## src/rtl/parity_writeback_pkg.sv

```systemverilog
// Shared CAPI types and constants for the parity write-back engine.
package parity_writeback_pkg;

    localparam logic [11:0] WRITE_NA        = 12'h0D00;
    localparam logic [7:0]  RESP_DONE       = 8'h00;
    localparam logic [7:0]  WED_TAG         = 8'hFF;
    localparam int          CACHELINE_BYTES = 128;

    typedef logic [63:0] pointer_t;

    typedef struct packed {
        logic [7:0] room;
    } CommandInterfaceInput;

    typedef struct packed {
        logic        valid;
        logic [11:0] command;
        logic        command_parity;
        logic [7:0]  tag;
        logic        tag_parity;
        logic [2:0]  abt;
        pointer_t    address;
        logic        address_parity;
        logic [15:0] context_handle;
        logic [11:0] size;
    } CommandInterfaceOutput;

    typedef struct packed {
        logic       read_valid;
        logic [7:0] read_tag;
        logic [5:0] read_address;
    } BufferInterfaceInput;

    typedef struct packed {
        logic [3:0]   read_latency;
        logic [0:511] read_data;
        logic [0:7]   read_parity;
    } BufferInterfaceOutput;

    typedef struct packed {
        logic       valid;
        logic [7:0] tag;
        logic [7:0] response;
    } ResponseInterface;

    // Engine state, also exported on debug_state.
    typedef enum logic [2:0] {
        ST_IDLE  = 3'd0,
        ST_RUN   = 3'd1,
        ST_DRAIN = 3'd2,
        ST_DONE  = 3'd3,
        ST_ERROR = 3'd4
    } wb_state_t;

    // Per-slot lifecycle: free -> pending issue -> in flight -> free.
    typedef enum logic [1:0] {
        SLOT_FREE     = 2'd0,
        SLOT_PENDING  = 2'd1,
        SLOT_INFLIGHT = 2'd2
    } slot_state_t;

endpackage

```

## src/rtl/parity_writeback_line_buffer.sv

```systemverilog
// Cacheline storage for in-flight writes with a registered half-line
// read port; odd parity per doubleword is generated on the read path.
module parity_line_buffer
    import parity_writeback_pkg::*;
#(
    parameter int SLOTS  = 4,
    parameter int SLOT_W = 2
) (
    input  logic              clock,
    input  logic              reset,
    input  logic              write_en,
    input  logic [SLOT_W-1:0] write_slot,
    input  logic [0:1023]     write_data,
    input  logic              read_en,
    input  logic              read_hit,
    input  logic [SLOT_W-1:0] read_slot,
    input  logic              read_half,
    output logic [0:511]      read_data,
    output logic [0:7]        read_parity
);

    logic [0:1023] mem [SLOTS];
    logic [0:511]  half_sel;
    logic [0:7]    half_par;

    // Line storage; contents only matter while the slot is occupied.
    always_ff @(posedge clock) begin
        if (write_en) mem[write_slot] <= write_data;
    end

    // Select the requested half (zeros on a miss) and compute odd parity.
    always_comb begin
        half_sel = '0;
        if (read_hit) half_sel = read_half ? mem[read_slot][512:1023] : mem[read_slot][0:511];
        half_par = '0;
        for (int i = 0; i < 8; i++) half_par[i] = ~^half_sel[64*i +: 64];
    end

    // Registered read port: data appears the cycle after the request.
    always_ff @(posedge clock or posedge reset) begin
        if (reset) begin
            read_data   <= '0;
            read_parity <= '0;
        end else if (read_en) begin
            read_data   <= half_sel;
            read_parity <= half_par;
        end
    end

endmodule

```

## src/rtl/parity_writeback.sv

```systemverilog
// Write side of the parity AFU: buffers finished cachelines, issues
// Write_na commands under PSL credit control, serves buffer reads and
// retires tags on their responses.
module parity_writeback
    import parity_writeback_pkg::*;
#(
    parameter int         SLOTS        = 4,
    parameter logic [7:0] TAG_BASE     = 8'h00,
    parameter logic [3:0] READ_LATENCY = 4'd1
) (
    input  logic                  clock,
    input  logic                  reset,
    input  logic                  start,
    input  pointer_t              dest_addr,
    input  logic [31:0]           line_count,
    input  logic                  line_valid,
    output logic                  line_ready,
    input  logic [0:1023]         line_data,
    input  CommandInterfaceInput  command_in,
    output CommandInterfaceOutput command_out,
    input  BufferInterfaceInput   buffer_in,
    output BufferInterfaceOutput  buffer_out,
    input  ResponseInterface      response,
    output logic                  busy,
    output logic                  done,
    output logic                  error,
    output wb_state_t             debug_state
);

    localparam int SLOT_W = (SLOTS > 1) ? $clog2(SLOTS) : 1;
    typedef logic [SLOT_W-1:0] slot_idx_t;
    typedef logic [SLOT_W:0]   cnt_t;

    wb_state_t   state;
    slot_state_t slot_state [SLOTS];
    slot_idx_t   order_q [SLOTS];   // slots awaiting issue, in accept order
    slot_idx_t   q_head, q_tail;
    cnt_t        q_count;
    logic [8:0]  credits;
    logic [31:0] accepted, total;
    pointer_t    next_addr;
    logic        cmd_valid;
    logic [11:0] cmd_command;
    logic [7:0]  cmd_tag;
    pointer_t    cmd_addr;

    logic        active, free_any, accept, issue, resp_hit, read_hit, all_free_next;
    slot_idx_t   free_idx, issue_slot, resp_slot, read_slot;
    cnt_t        used_cnt;
    logic [7:0]  resp_off, read_off;
    logic [0:511] lb_data;
    logic [0:7]   lb_parity;
    logic        unused_read_addr;

    function automatic slot_idx_t wrap_inc(input slot_idx_t p);
        return (32'(p) == SLOTS - 1) ? '0 : p + slot_idx_t'(1);
    endfunction

    // Lowest free slot and occupancy count.
    always_comb begin
        free_any = 1'b0;
        free_idx = '0;
        used_cnt = '0;
        for (int i = SLOTS - 1; i >= 0; i--) begin
            if (slot_state[i] == SLOT_FREE) begin
                free_any = 1'b1;
                free_idx = slot_idx_t'(i);
            end else begin
                used_cnt = used_cnt + cnt_t'(1);
            end
        end
    end

    assign active     = (state == ST_RUN) || (state == ST_DRAIN);
    assign line_ready = (state == ST_RUN) && free_any && (accepted < total);
    assign accept     = line_valid && line_ready;
    assign issue_slot = order_q[q_head];
    assign issue      = active && (q_count != '0) && (credits != 9'd0);

    // Tags outside TAG_BASE..TAG_BASE+SLOTS-1 (e.g. the WED read) are not ours.
    assign resp_off  = response.tag - TAG_BASE;
    assign resp_slot = resp_off[SLOT_W-1:0];
    assign resp_hit  = active && response.valid && (response.tag != WED_TAG) &&
                       (resp_off < 8'(SLOTS)) && (slot_state[resp_slot] == SLOT_INFLIGHT);
    assign read_off  = buffer_in.read_tag - TAG_BASE;
    assign read_slot = read_off[SLOT_W-1:0];
    assign read_hit  = (buffer_in.read_tag != WED_TAG) && (read_off < 8'(SLOTS)) &&
                       (slot_state[read_slot] == SLOT_INFLIGHT);
    // Only address bit 5 (which half) matters for a 128-byte line.
    assign unused_read_addr = ^buffer_in.read_address[4:0];

    // Draining finishes once nothing is pending or in flight after this edge.
    assign all_free_next = (used_cnt == '0) || ((used_cnt == cnt_t'(1)) && resp_hit);

    // Control FSM with slot bookkeeping, credits and the registered command.
    always_ff @(posedge clock or posedge reset) begin
        if (reset) begin
            state       <= ST_IDLE;
            busy        <= 1'b0;
            done        <= 1'b0;
            error       <= 1'b0;
            credits     <= '0;
            accepted    <= '0;
            total       <= '0;
            next_addr   <= '0;
            cmd_valid   <= 1'b0;
            cmd_command <= '0;
            cmd_tag     <= '0;
            cmd_addr    <= '0;
            q_head      <= '0;
            q_tail      <= '0;
            q_count     <= '0;
            for (int i = 0; i < SLOTS; i++) begin
                slot_state[i] <= SLOT_FREE;
                order_q[i]    <= '0;
            end
        end else begin
            cmd_valid <= 1'b0;
            if (start && !active) begin
                credits   <= {1'b0, command_in.room};
                accepted  <= '0;
                total     <= line_count;
                next_addr <= dest_addr;
                error     <= 1'b0;
                done      <= (line_count == 32'd0);
                busy      <= (line_count != 32'd0);
                state     <= (line_count == 32'd0) ? ST_DONE : ST_RUN;
                q_head    <= '0;
                q_tail    <= '0;
                q_count   <= '0;
                for (int i = 0; i < SLOTS; i++) slot_state[i] <= SLOT_FREE;
            end else if (active) begin
                if (accept) begin
                    slot_state[free_idx] <= SLOT_PENDING;
                    order_q[q_tail]      <= free_idx;
                    q_tail               <= wrap_inc(q_tail);
                    accepted             <= accepted + 32'd1;
                end
                if (issue) begin
                    slot_state[issue_slot] <= SLOT_INFLIGHT;
                    q_head                 <= wrap_inc(q_head);
                    cmd_valid              <= 1'b1;
                    cmd_command            <= WRITE_NA;
                    cmd_tag                <= TAG_BASE + 8'(issue_slot);
                    cmd_addr               <= next_addr;
                    next_addr              <= next_addr + 64'(CACHELINE_BYTES);
                end
                if (resp_hit) slot_state[resp_slot] <= SLOT_FREE;
                case ({accept, issue})
                    2'b10:   q_count <= q_count + cnt_t'(1);
                    2'b01:   q_count <= q_count - cnt_t'(1);
                    default: q_count <= q_count;
                endcase
                case ({resp_hit, issue})
                    2'b10:   credits <= credits + 9'd1;
                    2'b01:   credits <= credits - 9'd1;
                    default: credits <= credits;
                endcase
                if (resp_hit && (response.response != RESP_DONE)) begin
                    state <= ST_ERROR;
                    error <= 1'b1;
                    busy  <= 1'b0;
                end else if ((state == ST_RUN) && accept && (accepted + 32'd1 == total)) begin
                    state <= ST_DRAIN;
                end else if ((state == ST_DRAIN) && all_free_next) begin
                    state <= ST_DONE;
                    done  <= 1'b1;
                    busy  <= 1'b0;
                end
            end
        end
    end

    parity_line_buffer #(.SLOTS(SLOTS), .SLOT_W(SLOT_W)) u_line_buffer (
        .clock       (clock),
        .reset       (reset),
        .write_en    (accept),
        .write_slot  (free_idx),
        .write_data  (line_data),
        .read_en     (buffer_in.read_valid),
        .read_hit    (read_hit),
        .read_slot   (read_slot),
        .read_half   (buffer_in.read_address[5]),
        .read_data   (lb_data),
        .read_parity (lb_parity)
    );

    // Command and buffer interface assembly; parities are odd and combinational.
    always_comb begin
        command_out                = '0;
        command_out.valid          = cmd_valid;
        command_out.command        = cmd_command;
        command_out.command_parity = ~^cmd_command;
        command_out.tag            = cmd_tag;
        command_out.tag_parity     = ~^cmd_tag;
        command_out.abt            = 3'd0;
        command_out.address        = cmd_addr;
        command_out.address_parity = ~^cmd_addr;
        command_out.context_handle = 16'd0;
        command_out.size           = 12'(CACHELINE_BYTES);
        buffer_out                 = '0;
        buffer_out.read_latency    = READ_LATENCY;
        buffer_out.read_data       = lb_data;
        buffer_out.read_parity     = lb_parity;
    end

    assign debug_state = state;

endmodule

```

## config.mk

```make
export PLATFORM = sky130hd
export DESIGN_NAME = parity_writeback
export DESIGN_NICKNAME = d
export VERILOG_FILES = /design/src/rtl/parity_writeback_pkg.sv /design/src/rtl/parity_writeback_line_buffer.sv /design/src/rtl/parity_writeback.sv
export SDC_FILE = /design/constraint.sdc
export NUM_CORES = 2
export LEC_CHECK = 0
export BUFFER_PORTS_ARGS = -buffer_cell sky130_fd_sc_hd__buf_2
export CORE_AREA = 2 2 716 718
export CTS_CLUSTER_SIZE = 30
export DETAILED_ROUTE_END_ITERATION = 12
export DIE_AREA = 0 0 718 720
export PLACE_DENSITY = 0.58
export SLEW_MARGIN = 20
export SYNTH_ARGS = -nofsm -noshare
export SYNTH_HDL_FRONTEND = slang
export SYNTH_SLANG_ARGS = --single-unit
```

## constraint.sdc

```tcl
create_clock -name clock -period 144 [get_ports clock]
set_input_delay 28.8 -clock clock [delete_from_list [all_inputs] [get_ports clock]]
set_output_delay 28.8 -clock clock [all_outputs]
set_load 0.02 [all_outputs]
```

==> summary.txt <==
Final layout
  • Final Core Density: 0.445
  • Final #Nets: 15100
  • Layout area overhead: 18.3%
  • Layout cells sized above 1: 0.201

Synthesis
  • Area contributors post-synth: edfxtp_1 64%, mux2i_1 11%, dfrtp_1 9.9%
  • YS warnings: 0
  • Ys async rst share: 0.155
  • Cells after Synth: 12000
  • Seq/Total Area, Yosys: 0.741
  • Synth cell types: 77
  • Number of synthesized flops with an enable pin: 4096
  • Area leader, netlist: edfxtp_1
  • Yosys top cell area share: 0.643
  • Avg Cell Area, Syn: 16.0 µm²
  • Synthesized area: 0.191 mm²
  • Synth cell count leaders: 4096 x edfxtp_1, 2051 x mux2i_1, 1537 x o22ai_1, 754 x dfrtp_1, 602 x nor2_1
  • Synth Register Bits: 4850
  • Commonest register cell after synthesis: edfxtp_1
  • Most numerous cell in the Yosys netlist: edfxtp_1

Critical path
  • Buf+Inv Stages, Crit Path: 8
  • Critical path class: input pin to flip-flop
  • Max FO, Critical Path: 50
  • Largest delay share family, worst path: buffers and inverters
  • RR Endpoint: u_line_buffer.mem[0][606]
  • Worst Path Arrival: 37.40 ns
  • Cell repeated most along the worst path: buf_4
  • Crit-path slowest cell: nor2_1
  • Worst r2r path cells: 16
  • CP endpoint kind: flip-flop
  • FF-to-FF Start: accepted[5]
  • CP cell instances: buf_12 -> buf_4 -> buf_4 -> buf_4 -> buf_4 -> buf_4 -> buf_4 -> buf_4 -> mux2i_1 -> o22ai_1 -> nor2_1 -> xnor2_1 -> xnor2_1 -> xnor2_1 -> xnor2_1 -> xnor2_1 -> xnor2_1 -> o22a_1
  • Reg2reg setup slack: 135.77 ns
  • CP startpoint kind: input pin
  • Worst EP required: 144.95 ns
  • Crit-path max cell delay: 0.91 ns

Timing
  • Setup-failing EPs final: 0
  • Post-route setup TNS: 0 ns
  • Final Skew: 0.0898 ns
  • Period utilisation layout: 0.253
  • Hold Vio Cnt, Final: 0
  • Actual slew at the worst max-slew pin: 1.32 ns
  • Final max-slew violation count: 0
  • Fin Hold WS: 0.468 ns
  • RSZ-0062 raised after global routing: false
  • Min setup slack post-route: 107.55 ns
  • F_max: 0.0274 GHz
  • Fin crit period: 36.45 ns
  • Rel. slew slack: 0.119

Pwr
  • Internal Power: 2.99 mW
  • Pwr dens: 19.7 mW/mm²
  • Max VDD drop: 0.0616 mV
  • Total power: 4.47 mW
  • Gate power share: 0.253
  • Switch Pwr: 1.47 mW
  • Seq pwr share: 0.443
  • Clock power share: 0.303
  • Net Sw Frac: 0.330
  • Leakage: 85.3 nW

Global routing
  • Gr usage total: 0.255
  • Vias in the first global route: 109000
  • Largest net degree at the start of global routing: 200
  • Grt total ovfl: 0
  • Initial antenna violation count: 594
  • First-pass GRT wire length: 913000 µm

Die
  • Die Y: 720 µm
  • # IOs: 1814
  • Initial core utilization: 0.376
  • Die width: 718 µm
  • Rows: 262
  • CORE AREA: 0.508 mm²
  • Die ar.: 0.517 mm²

Clock network
  • Clock slew seen by the registers of the worst setup and hold paths: 0.06 ns
  • Root Driver: clkbuf_16
  • TritonCTS Buffers: 528
  • Latest clock arrival within the worst-skew pair: 1.09 ns
  • Clock sinks: 4850
  • Postcts setup bufs: 0
  • Post-CTS sizing: 0
  • Post-CTS Hold Buffers: 0
  • Clk buf depth: 4
  • Htree depth: 6
  • CTS tree: built

Placed design
  • Setup WS pre-CTS: 106.40 ns
  • Final Wtd Congestion: 0.861
  • DP HPWL: 491000 µm
  • I/O Buffers: 1758

Route
  • Detail Route met3 WL: 54900 µm
  • Detailed Routing Iterations Pass 1: 5
  • Met2 routed WL: 331000 µm
  • Final WL: 684000 µm
  • Via Count: 114000
  • Antenna Nets Post-Route: 0
  • 1st-iter DRT viols: 10000
  • Drt wl/cell: 31.9 µm
  • Vias per cell: 5.30
  • Max Used Layer: met5
  • Residual DRC: 0
  • M1 wire length: 251000 µm

Hold path
  • Hold path endpoint: cmd_addr[2]
  • Hold path startpoint: next_addr[2]
  • Min-delay worst type: flip-flop to flip-flop
  • WHS Path Cells: 2

Run status
  • Status: completed

Run
  • MaxCap Viol Count: 0
==> per-stage QoR <==
step / cells / area (µm²)
2_1_floorplan: 12000 / 192000
3_3_place_gp: 20100 / 208000
6_report: 21400 / 226000
3_5_place_dp: 20100 / 208000
4_1_cts: 21100 / 226000
5_1_grt: 21300 / 226000
==> placed cells by master, fill, tap and decap left out, types with 170 or more instances in the layout <==
cell type  instances
nand2_1          390
xnor2_1          530
nor2_1           581
o21ai_0          170
dfrtp_1          754
edfxtp_1        4096
o22ai_1         1537
inv_1            572
clkbuf_16        528
mux2i_1         2051
diode_2          336
buf_4            277
buf_2           1755
==> metal layers <==
layer,track usage,vias to the layer above
met4,0.164,142
met5,0,-
li1,-,49900
met3,0.0725,1623
met1,0.293,57200
met2,0.420,4762
==> flip-flops by register name, indices dropped and copies added, names as in the netlist, 2 cells and up <==
signal,count
q_head,2
q_count,3
u_line_buffer.read_data,512
accepted,32
next_addr,64
total,32
q_tail,2
cmd_addr,64
u_line_buffer.mem,4096
slot_state,8
credits,9
order_q,8
debug_state,3
cmd_tag,2
u_line_buffer.read_parity,8
==> power groups by stage <==
| stage | clock network (mW) | registers, mW | logic, mW |
|---|---|---|---|
| detailed placement | 0 | 2.01 | 1.17 |
| global placement | 0 | 2.00 | 1.17 |
| finish | 1.35 | 1.98 | 1.13 |
| global route | 1.43 | 2.00 | 1.22 |
| CTS | 1.37 | 1.98 | 1.18 |
| floorplan | 0 | 2.96 | 0.618 |
==> final cells by class <==
class                   instances  area (µm²)
flip-flops and latches       4850      142000
multi-input cells            5916       44300
diodes                        336         841
inverters                     574        2160
well taps                    6732        8420
clock inverters               236        2940
fillers                     45200      282000
clock buffers                 722       14600
repair buffers               2055       11300
==> cell families (layout without fill, tap and decap cells) <==
logic type	after synthesis	in the layout	synth area share
AOI/OAI and AO/OA	1919	1919	0.0628
xor gates and xnor gates	631	631	0.0289
adders and majority gates	53	53	0.00354
buffers and inverters	1276	3587	0.0295
DFF	4850	4850	0.741
muxes	2053	2053	0.108
other	2	386	0.0000392
and+or+nand+nor	1210	1210	0.0265
==> worst max path at each step <==
stage,start,to,slack (ns),cells past startpoint
after detailed placement,buffer_in[6],u_line_buffer.read_parity[5],106.40,19
after global routing,buffer_in[6],u_line_buffer.read_parity[7],107.37,18
after CTS,buffer_in[6],u_line_buffer.read_parity[5],107.57,19
after global placement,buffer_in[6],u_line_buffer.read_parity[5],106.44,19
final,buffer_in[6],u_line_buffer.read_parity[6],107.55,18
after floorplan,line_valid,slot_state[3],38.09,6
==> worst min-delay path: cells and delay by family, from the launching register on <==
family           cells  cell delay (ns)
and+or+nand+nor      2             0.10
DFF                  1             0.34
Note: power is estimated with default switching activity, not from simulation.
